File: src/rtl/pipeline_debug_unit_pkg.sv
`default_nettype none
// +--------------------------------------------------------------------------+
// | debug_pkg                                                                |
// | Shared constants and FSM encoding for the pipeline debug unit.           |
// | Revision: 1.0                                                            |
// +--------------------------------------------------------------------------+
package debug_pkg;

    localparam int DBG_DATA_WIDTH = 32;
    localparam int DBG_NUM_WORDS  = 5;
    localparam int FRAME_BYTES    = DBG_NUM_WORDS * DBG_DATA_WIDTH / 8;

    localparam logic [7:0] CMD_RUN   = 8'h52;
    localparam logic [7:0] CMD_STEP  = 8'h53;
    localparam logic [7:0] CMD_HALT  = 8'h48;
    localparam logic [7:0] CMD_DUMP  = 8'h44;
    localparam logic [7:0] CMD_CLEAR = 8'h43;

    typedef enum logic [2:0] {
        IDLE    = 3'd0,
        RUN     = 3'd1,
        STEP    = 3'd2,
        CLEAR   = 3'd3,
        CAPTURE = 3'd4,
        SEND    = 3'd5
    } state_t;

endpackage
`default_nettype wire

File: src/rtl/pipeline_debug_unit_if.sv
`default_nettype none
// +--------------------------------------------------------------------------+
// | pipeline_debug_unit_if                                                   |
// | UART-side byte streams: receive strobe and transmit valid/ready.         |
// | Revision: 1.0                                                            |
// +--------------------------------------------------------------------------+
interface pipeline_debug_unit_if;

    logic [7:0] rx_data;
    logic       rx_valid;
    logic [7:0] tx_data;
    logic       tx_valid;
    logic       tx_ready;

    modport master (
        input  rx_data,
        input  rx_valid,
        input  tx_ready,
        output tx_data,
        output tx_valid
    );

    modport slave (
        output rx_data,
        output rx_valid,
        output tx_ready,
        input  tx_data,
        input  tx_valid
    );

endinterface
`default_nettype wire

File: src/rtl/pipeline_debug_unit_snapshot_serializer.sv
`default_nettype none
// +--------------------------------------------------------------------------+
// | snapshot_serializer                                                      |
// | Holds a captured frame and streams it MSB-byte first over valid/ready.   |
// | Revision: 1.0                                                            |
// +--------------------------------------------------------------------------+
module snapshot_serializer #(
    parameter int FRAME_BYTES = 20
) (
    input  wire logic                     clk,
    input  wire logic                     reset_n,
    input  wire logic                     load,
    input  wire logic [FRAME_BYTES*8-1:0] snapshot,
    output logic [7:0]                    tx_data,
    output logic                          tx_valid,
    input  wire logic                     tx_ready,
    output logic                          done
);

    localparam int                CNT_W = $clog2(FRAME_BYTES);
    localparam logic [CNT_W-1:0] LAST_IDX = CNT_W'(FRAME_BYTES - 1);

    logic [FRAME_BYTES*8-1:0] r_snap;
    logic [CNT_W-1:0]         r_count;
    logic                     r_valid;
    logic [7:0]               w_bytes [FRAME_BYTES];
    logic                     w_fire;

    assign w_fire = r_valid && tx_ready;

    // Byte 0 is the most significant byte of the first captured word.
    for (genvar i = 0; i < FRAME_BYTES; i++) begin : g_bytes
        assign w_bytes[i] = r_snap[(FRAME_BYTES-i)*8-1 -: 8];
    end

    always_ff @(posedge clk) begin
        if (!reset_n) begin
            r_snap  <= '0;
            r_count <= '0;
            r_valid <= 1'b0;
        end else if (load) begin
            r_snap  <= snapshot;
            r_count <= '0;
            r_valid <= 1'b1;
        end else if (w_fire) begin
            if (r_count == LAST_IDX) begin
                r_valid <= 1'b0;
                r_count <= '0;
            end else begin
                r_count <= r_count + 1'b1;
            end
        end
    end

    assign tx_valid = r_valid;
    assign tx_data  = r_valid ? w_bytes[r_count] : 8'h00;
    assign done     = w_fire && (r_count == LAST_IDX);

endmodule
`default_nettype wire

File: src/rtl/pipeline_debug_unit.sv
`default_nettype none
// +--------------------------------------------------------------------------+
// | pipeline_debug_unit                                                      |
// | Command-driven run/step/halt control and debug snapshot streaming.       |
// | Revision: 1.0                                                            |
// +--------------------------------------------------------------------------+
module pipeline_debug_unit
    import debug_pkg::*;
#(
    parameter int                    DATA_WIDTH = DBG_DATA_WIDTH,
    parameter int                    NUM_WORDS  = DBG_NUM_WORDS,
    parameter logic [DATA_WIDTH-1:0] HALT_INSTR = '1
) (
    input  wire logic                  clk,
    input  wire logic                  reset_n,
    pipeline_debug_unit_if.master      uart,
    output logic                       pc_enable,
    output logic                       pc_reset,
    input  wire logic [DATA_WIDTH-1:0] dbg_pc_addr,
    input  wire logic [DATA_WIDTH-1:0] dbg_pc_instr,
    input  wire logic [DATA_WIDTH-1:0] dbg_reg_w_data,
    input  wire logic [DATA_WIDTH-1:0] dbg_reg_rt_data,
    input  wire logic [DATA_WIDTH-1:0] dbg_reg_rs_data,
    output logic                       running,
    output logic                       halted
);

    localparam int SNAP_BYTES = NUM_WORDS * DATA_WIDTH / 8;

    state_t                        r_state;
    state_t                        w_next;
    logic                          r_halted;
    logic                          w_load;
    logic                          w_done;
    logic                          w_halt_hit;
    logic [NUM_WORDS*DATA_WIDTH-1:0] w_snapshot;

    assign w_snapshot = {dbg_pc_addr, dbg_pc_instr, dbg_reg_w_data,
                         dbg_reg_rt_data, dbg_reg_rs_data};
    assign w_halt_hit = (dbg_pc_instr == HALT_INSTR);

    always_ff @(posedge clk) begin
        if (!reset_n) begin
            r_state  <= IDLE;
            r_halted <= 1'b0;
        end else begin
            r_state <= w_next;
            if (r_state == RUN && w_halt_hit) begin
                r_halted <= 1'b1;
            end else if (r_state == CLEAR) begin
                r_halted <= 1'b0;
            end
        end
    end

    always_comb begin
        w_next    = r_state;
        pc_enable = 1'b0;
        pc_reset  = 1'b0;
        running   = 1'b0;
        w_load    = 1'b0;
        unique case (r_state)
            IDLE: begin
                if (uart.rx_valid) begin
                    // A sticky halt blocks further execution until cleared.
                    if (uart.rx_data == CMD_RUN && !r_halted) begin
                        w_next = RUN;
                    end else if (uart.rx_data == CMD_STEP && !r_halted) begin
                        w_next = STEP;
                    end else if (uart.rx_data == CMD_DUMP) begin
                        w_next = CAPTURE;
                    end else if (uart.rx_data == CMD_CLEAR) begin
                        w_next = CLEAR;
                    end
                end
            end
            RUN: begin
                pc_enable = 1'b1;
                running   = 1'b1;
                if (w_halt_hit || (uart.rx_valid && uart.rx_data == CMD_HALT)) begin
                    w_next = CAPTURE;
                end
            end
            STEP: begin
                pc_enable = 1'b1;
                w_next    = CAPTURE;
            end
            CLEAR: begin
                pc_reset = 1'b1;
                w_next   = IDLE;
            end
            CAPTURE: begin
                w_load = 1'b1;
                w_next = SEND;
            end
            SEND: begin
                if (w_done) begin
                    w_next = IDLE;
                end
            end
            default: w_next = IDLE;
        endcase
    end

    assign halted = r_halted;

    snapshot_serializer #(
        .FRAME_BYTES (SNAP_BYTES)
    ) u_serializer (
        .clk      (clk),
        .reset_n  (reset_n),
        .load     (w_load),
        .snapshot (w_snapshot),
        .tx_data  (uart.tx_data),
        .tx_valid (uart.tx_valid),
        .tx_ready (uart.tx_ready),
        .done     (w_done)
    );

endmodule
`default_nettype wire
File: src/flat_wrapper.sv
// flat-port wrapper written by rule: the top's interface ports become plain ports
module pipeline_debug_unit_flat import debug_pkg::*;
#(
    parameter int                    DATA_WIDTH = DBG_DATA_WIDTH,
    parameter int                    NUM_WORDS  = DBG_NUM_WORDS,
    parameter logic [DATA_WIDTH-1:0] HALT_INSTR = '1
)
  (clk, reset_n, pc_enable, pc_reset, dbg_pc_addr, dbg_pc_instr, dbg_reg_w_data, dbg_reg_rt_data, dbg_reg_rs_data, running, halted, uart_rx_data, uart_rx_valid, uart_tx_ready, uart_tx_data, uart_tx_valid);
  pipeline_debug_unit_if uart_i ();
  input  wire logic clk;
  input  wire logic reset_n;
  output logic pc_enable;
  output logic pc_reset;
  input  wire logic [DATA_WIDTH-1:0] dbg_pc_addr;
  input  wire logic [DATA_WIDTH-1:0] dbg_pc_instr;
  input  wire logic [DATA_WIDTH-1:0] dbg_reg_w_data;
  input  wire logic [DATA_WIDTH-1:0] dbg_reg_rt_data;
  input  wire logic [DATA_WIDTH-1:0] dbg_reg_rs_data;
  output logic running;
  output logic halted;
  input wire logic [$bits(uart_i.rx_data)-1:0] uart_rx_data;
  input wire logic [$bits(uart_i.rx_valid)-1:0] uart_rx_valid;
  input wire logic [$bits(uart_i.tx_ready)-1:0] uart_tx_ready;
  output wire logic [$bits(uart_i.tx_data)-1:0] uart_tx_data;
  output wire logic [$bits(uart_i.tx_valid)-1:0] uart_tx_valid;
  assign uart_i.rx_data = uart_rx_data;
  assign uart_i.rx_valid = uart_rx_valid;
  assign uart_i.tx_ready = uart_tx_ready;
  assign uart_tx_data = uart_i.tx_data;
  assign uart_tx_valid = uart_i.tx_valid;
  pipeline_debug_unit #(.DATA_WIDTH(DATA_WIDTH), .NUM_WORDS(NUM_WORDS), .HALT_INSTR(HALT_INSTR)) u_core (.clk(clk), .reset_n(reset_n), .uart(uart_i), .pc_enable(pc_enable), .pc_reset(pc_reset), .dbg_pc_addr(dbg_pc_addr), .dbg_pc_instr(dbg_pc_instr), .dbg_reg_w_data(dbg_reg_w_data), .dbg_reg_rt_data(dbg_reg_rt_data), .dbg_reg_rs_data(dbg_reg_rs_data), .running(running), .halted(halted));
endmodule
File: config.mk
export PLATFORM = sky130hd
export DESIGN_NAME = pipeline_debug_unit_flat
export DESIGN_NICKNAME = d
export VERILOG_FILES = /design/src/rtl/pipeline_debug_unit_pkg.sv /design/src/rtl/pipeline_debug_unit_if.sv /design/src/rtl/pipeline_debug_unit_snapshot_serializer.sv /design/src/rtl/pipeline_debug_unit.sv /design/src/flat_wrapper.sv
export SDC_FILE = /design/constraint.sdc
export NUM_CORES = 1
export LEC_CHECK = 0
export BUFFER_PORTS_ARGS = -buffer_cell sky130_fd_sc_hd__buf_2
export CAP_MARGIN = 10
export CORE_ASPECT_RATIO = 0.5
export CORE_UTILIZATION = 58
export CTS_CLUSTER_DIAMETER = 80
export DETAILED_ROUTE_END_ITERATION = 7
export PLACE_DENSITY = 0.84
export SYNTH_ARGS = -nofsm -noshare
export SYNTH_HDL_FRONTEND = slang
export SYNTH_SLANG_ARGS = --single-unit
File: constraint.sdc
create_clock -name clk -period 6.1 [get_ports clk]
set_input_delay 1.22 -clock clk [delete_from_list [all_inputs] [get_ports clk]]
set_output_delay 1.22 -clock clk [all_outputs]
set_load 0.01 [all_outputs]
==> results by group <==
Worst hold path
  • Hold path cells: 2
  • Worst Min Path Start: u_core.u_serializer.r_snap[118]
  • Worst Hold Class: flop to flop
  • End point of the worst hold path: u_core.u_serializer.r_snap[118]

Clocking
  • Worst-skew pair later-pin latency: 0.43 ns
  • TritonCTS Sinks: 170
  • Setup bufs post-CTS: 0
  • Clock transition at path regs: 0.07 ns
  • # H-tree levels: 4
  • Cts repair resizes: 0
  • CTS Buf Count: 17
  • Worst-case clock buffer depth: 2
  • CTS hold repair buffers: 0
  • CTS tree: built
  • Root Driver: clkbuf_16

Critical path
  • R2R Setup Slk: 3.23 ns
  • Worst path max stage delay: 0.89 ns
  • Crit. End Element: output pin
  • Reg2reg path depth: 7
  • CP startpoint kind: flop
  • Critical-path cell list: buf_4 > mux4_2 > mux2_2 > a22oi_1 > nand2_1 > buf_2
  • Worst reg2reg path endpoint: u_core.r_state[0]
  • Critical R2R Launch: u_core.u_serializer.r_count[0]
  • CP delay by family, top: flip-flops
  • Maximum fanout along the worst path: 27
  • Crit path arrival time: 3.18 ns
  • Crit Path Class: flop to output pin
  • CP required: 4.88 ns
  • Crit path buf inv count: 2
  • CP max stage cell: dfxtp_2

Detailed routing
  • Via count: 6816
  • Drt total wl: 20600 um
  • M1 WL: around 9000 um
  • Drt initial violations: 538
  • Final ANT Viol Nets: 0
  • Residual DRC: 0
  • Top Metal Used: met4
  • DRT Pass-1 Iters: 5
  • Metal3 WL: 2060 um
  • Met2 Wirelength: 9150 um
  • Drt wl/cell: 17.1 um
  • Vias/cell: 5.68

GRT
  • GRT Overall Usage: 0.301
  • First-pass GRT wire length: approximately 33000 um
  • Via count of the first global-routing pass: between 6000 and 7000
  • Largest net degree at the start of global routing: 113
  • Gr ovfl total: 0
  • Initial antenna violation count: 0

Final layout
  • Commonest cells after routing, fill and taps aside: 346 x nand2_1, 183 x buf_2, 168 x dfxtp_1, 161 x a21boi_0, 40 x mux4_2
  • ANT cells: 0
  • Final Cell Area: 0.00925 mm^2
  • FF/Latch Area: 0.00341 mm^2
  • Multi-input gate area: 0.00411 mm^2
  • Fill cells: 971
  • Commonest non-fill, non-tap cell in the layout: nand2_1
  • Share of layout cells above drive strength 1: 0.276
  • Layout area overhead: 17.4%
  • Nets: 1190
  • Final core utilization: 0.714

STA
  • Worst Tran Pin Value: 1.14 ns
  • Layout Skew: 0.00499 ns
  • Final setup viols: 0
  • RSZ-0062 raised after global routing: no
  • Max Transition Viols Final: 0
  • Fin crit share: 0.722
  • Total negative slack: 0 ns
  • Final worst path period need: 4.40 ns
  • Final Hold Viols: 0
  • Hold Worst Slack: 0.464 ns
  • Max Fclk: 0.227 GHz
  • Relative slew margins: 0.240

Floorplan
  • Rows: 29
  • Die height: 84.4 um
  • Die W: 167 um
  • Placeable Area: 0.0130 mm^2
  • Die ar.: 0.0141 mm^2
  • I/O pin count: 185
  • Starting Density: 0.608

Synth
  • Syn Inst Count: roughly 880
  • Synthesis Warnings: 0
  • Yosys reg bits: 170
  • Syn Nets: around 1100
  • Netlist Area Pre-Place: 0.00788 mm^2
  • Number of synthesized flops with an enable pin: 0
  • Share of flip-flops with an asynchronous set or reset: 0
  • Post-synthesis cell type count: 43
  • Syn Area/Cell: 8.94 um^2
  • Sequential cell area fraction in the yosys report: 0.432
  • Top_reg_cell synth: dfxtp_1

Pwr
  • Switching share of power: 0.325
  • Power Dens Cells: 338 mW/mm^2
  • Logic pwr share: 0.215
  • Flop pwr share: 0.449
  • Clock share of power: 0.336
  • Net Sw Power: 0.00102 W
  • P_leak: 3.40 nW
  • Max IR drop VDD: 0.192 mV
  • Pint: 0.00211 W

Placed design
  • Hpwl dp: 14500 um
  • Dpl cell area: between 0.008 and 0.009 mm^2
  • I/O Buffers: 184
  • Final Wtd Congestion: 0.876

Run status
  • Status: finished clean

Run
  • Number of max-cap violations: 0
## area by class of cell
class | count | share of cell area
multi-input combinational | 638 | 0.444
inverter | 2 | 0.000812
clock buffer | 18 | 0.0464
tap | 170 | 0.0230
sequential | 170 | 0.368
timing repair buffer | 188 | 0.103
clock inverter | 14 | 0.0147
## worst min-delay path, delay by kind of cell, from the launching register on
kind | cells | cell delay (ns)
compound gates | 1 | 0.06
flops | 1 | 0.31
simple gates | 1 | 0.05
## logic make-up (layout without fill, tap and decap cells)
logic type / Yosys count / after routing / synth area share
AO/OA/AOI/OAI: 184 / 184 / 0.174
XOR/XNOR: 4 / 4 / 0.00445
adder cells (fa/ha/maj): 1 / 1 / 0.00159
buffers and inverters: 73 / 222 / 0.0484
flip-flops: 170 / 170 / 0.432
multiplexers: 58 / 58 / 0.140
AND/OR/NAND/NOR: 391 / 391 / 0.200
## power by group through the flow
stage / Combinational, W / Clock [W] / Sequential, W
floorplan: 0.000533 / 0 / 0.00135
global placement: 0.000642 / 0 / 0.00141
detailed placement: 0.000662 / 0 / 0.00142
CTS: 0.000669 / 0.00105 / 0.00139
global route: 0.000754 / 0.00110 / 0.00142
finish: 0.000673 / 0.00105 / 0.00140
## worst max path at each step
| stage | startpoint | to | cells after the start |
|---|---|---|---|
| after floorplan | u_core.u_serializer.r_count[0] | uart_tx_data[0] | 6 |
| after global placement | u_core.u_serializer.r_count[0] | uart_tx_data[6] | 6 |
| after detailed placement | u_core.u_serializer.r_count[0] | uart_tx_data[6] | 6 |
| after CTS | u_core.u_serializer.r_count[0] | uart_tx_data[6] | 6 |
| after global routing | u_core.u_serializer.r_count[0] | uart_tx_data[6] | 6 |
| final | u_core.u_serializer.r_count[0] | uart_tx_data[6] | 6 |
## synth_stat cells (3+ instances only)
cell type | n | area share
buf_6 | 5 | 0.0071
mux4_2 | 40 | 0.11
clkbuf_1 | 39 | 0.019
a21oi_1 | 6 | 0.0038
dfxtp_1 | 170 | 0.43
nor4_1 | 4 | 0.0032
nor2_1 | 10 | 0.0048
clkbuf_8 | 3 | 0.0052
nor3b_1 | 3 | 0.0029
a22oi_1 | 8 | 0.0076
xor2_1 | 3 | 0.0033
a21boi_0 | 161 | 0.15
nand4_1 | 10 | 0.0079
buf_1 | 5 | 0.0024
mux2_2 | 17 | 0.024
buf_2 | 17 | 0.011
nor3_1 | 3 | 0.0019
nand2_1 | 347 | 0.17
## routing by layer
layer / track usage / vias up
li1: - / 3268
met2: 0.470 / 327
met4: 0.0909 / 0
met5: 0 / -
met1: 0.409 / 3188
met3: 0.0858 / 33
## stage by stage
stage / setup slack [ns] / cells / power [W]
after floorplan: 3.21 / 881 / 0.00188
after global placement: 2.21 / 1168 / 0.00205
after detailed placement: 2.12 / 1168 / 0.00208
after CTS: 1.67 / 1200 / 0.00312
after global routing: 1.51 / 1200 / 0.00327
final: 1.70 / 1200 / 0.00312
## sequential cells by signal, indices dropped and copies added (netlist names)
name,count
u_core.u_serializer.r_count,5
u_core.u_serializer.tx_valid,1
u_core.r_state,3
u_core.u_serializer.r_snap,160
u_core.halted,1
Power figures use the tool's default switching activity.
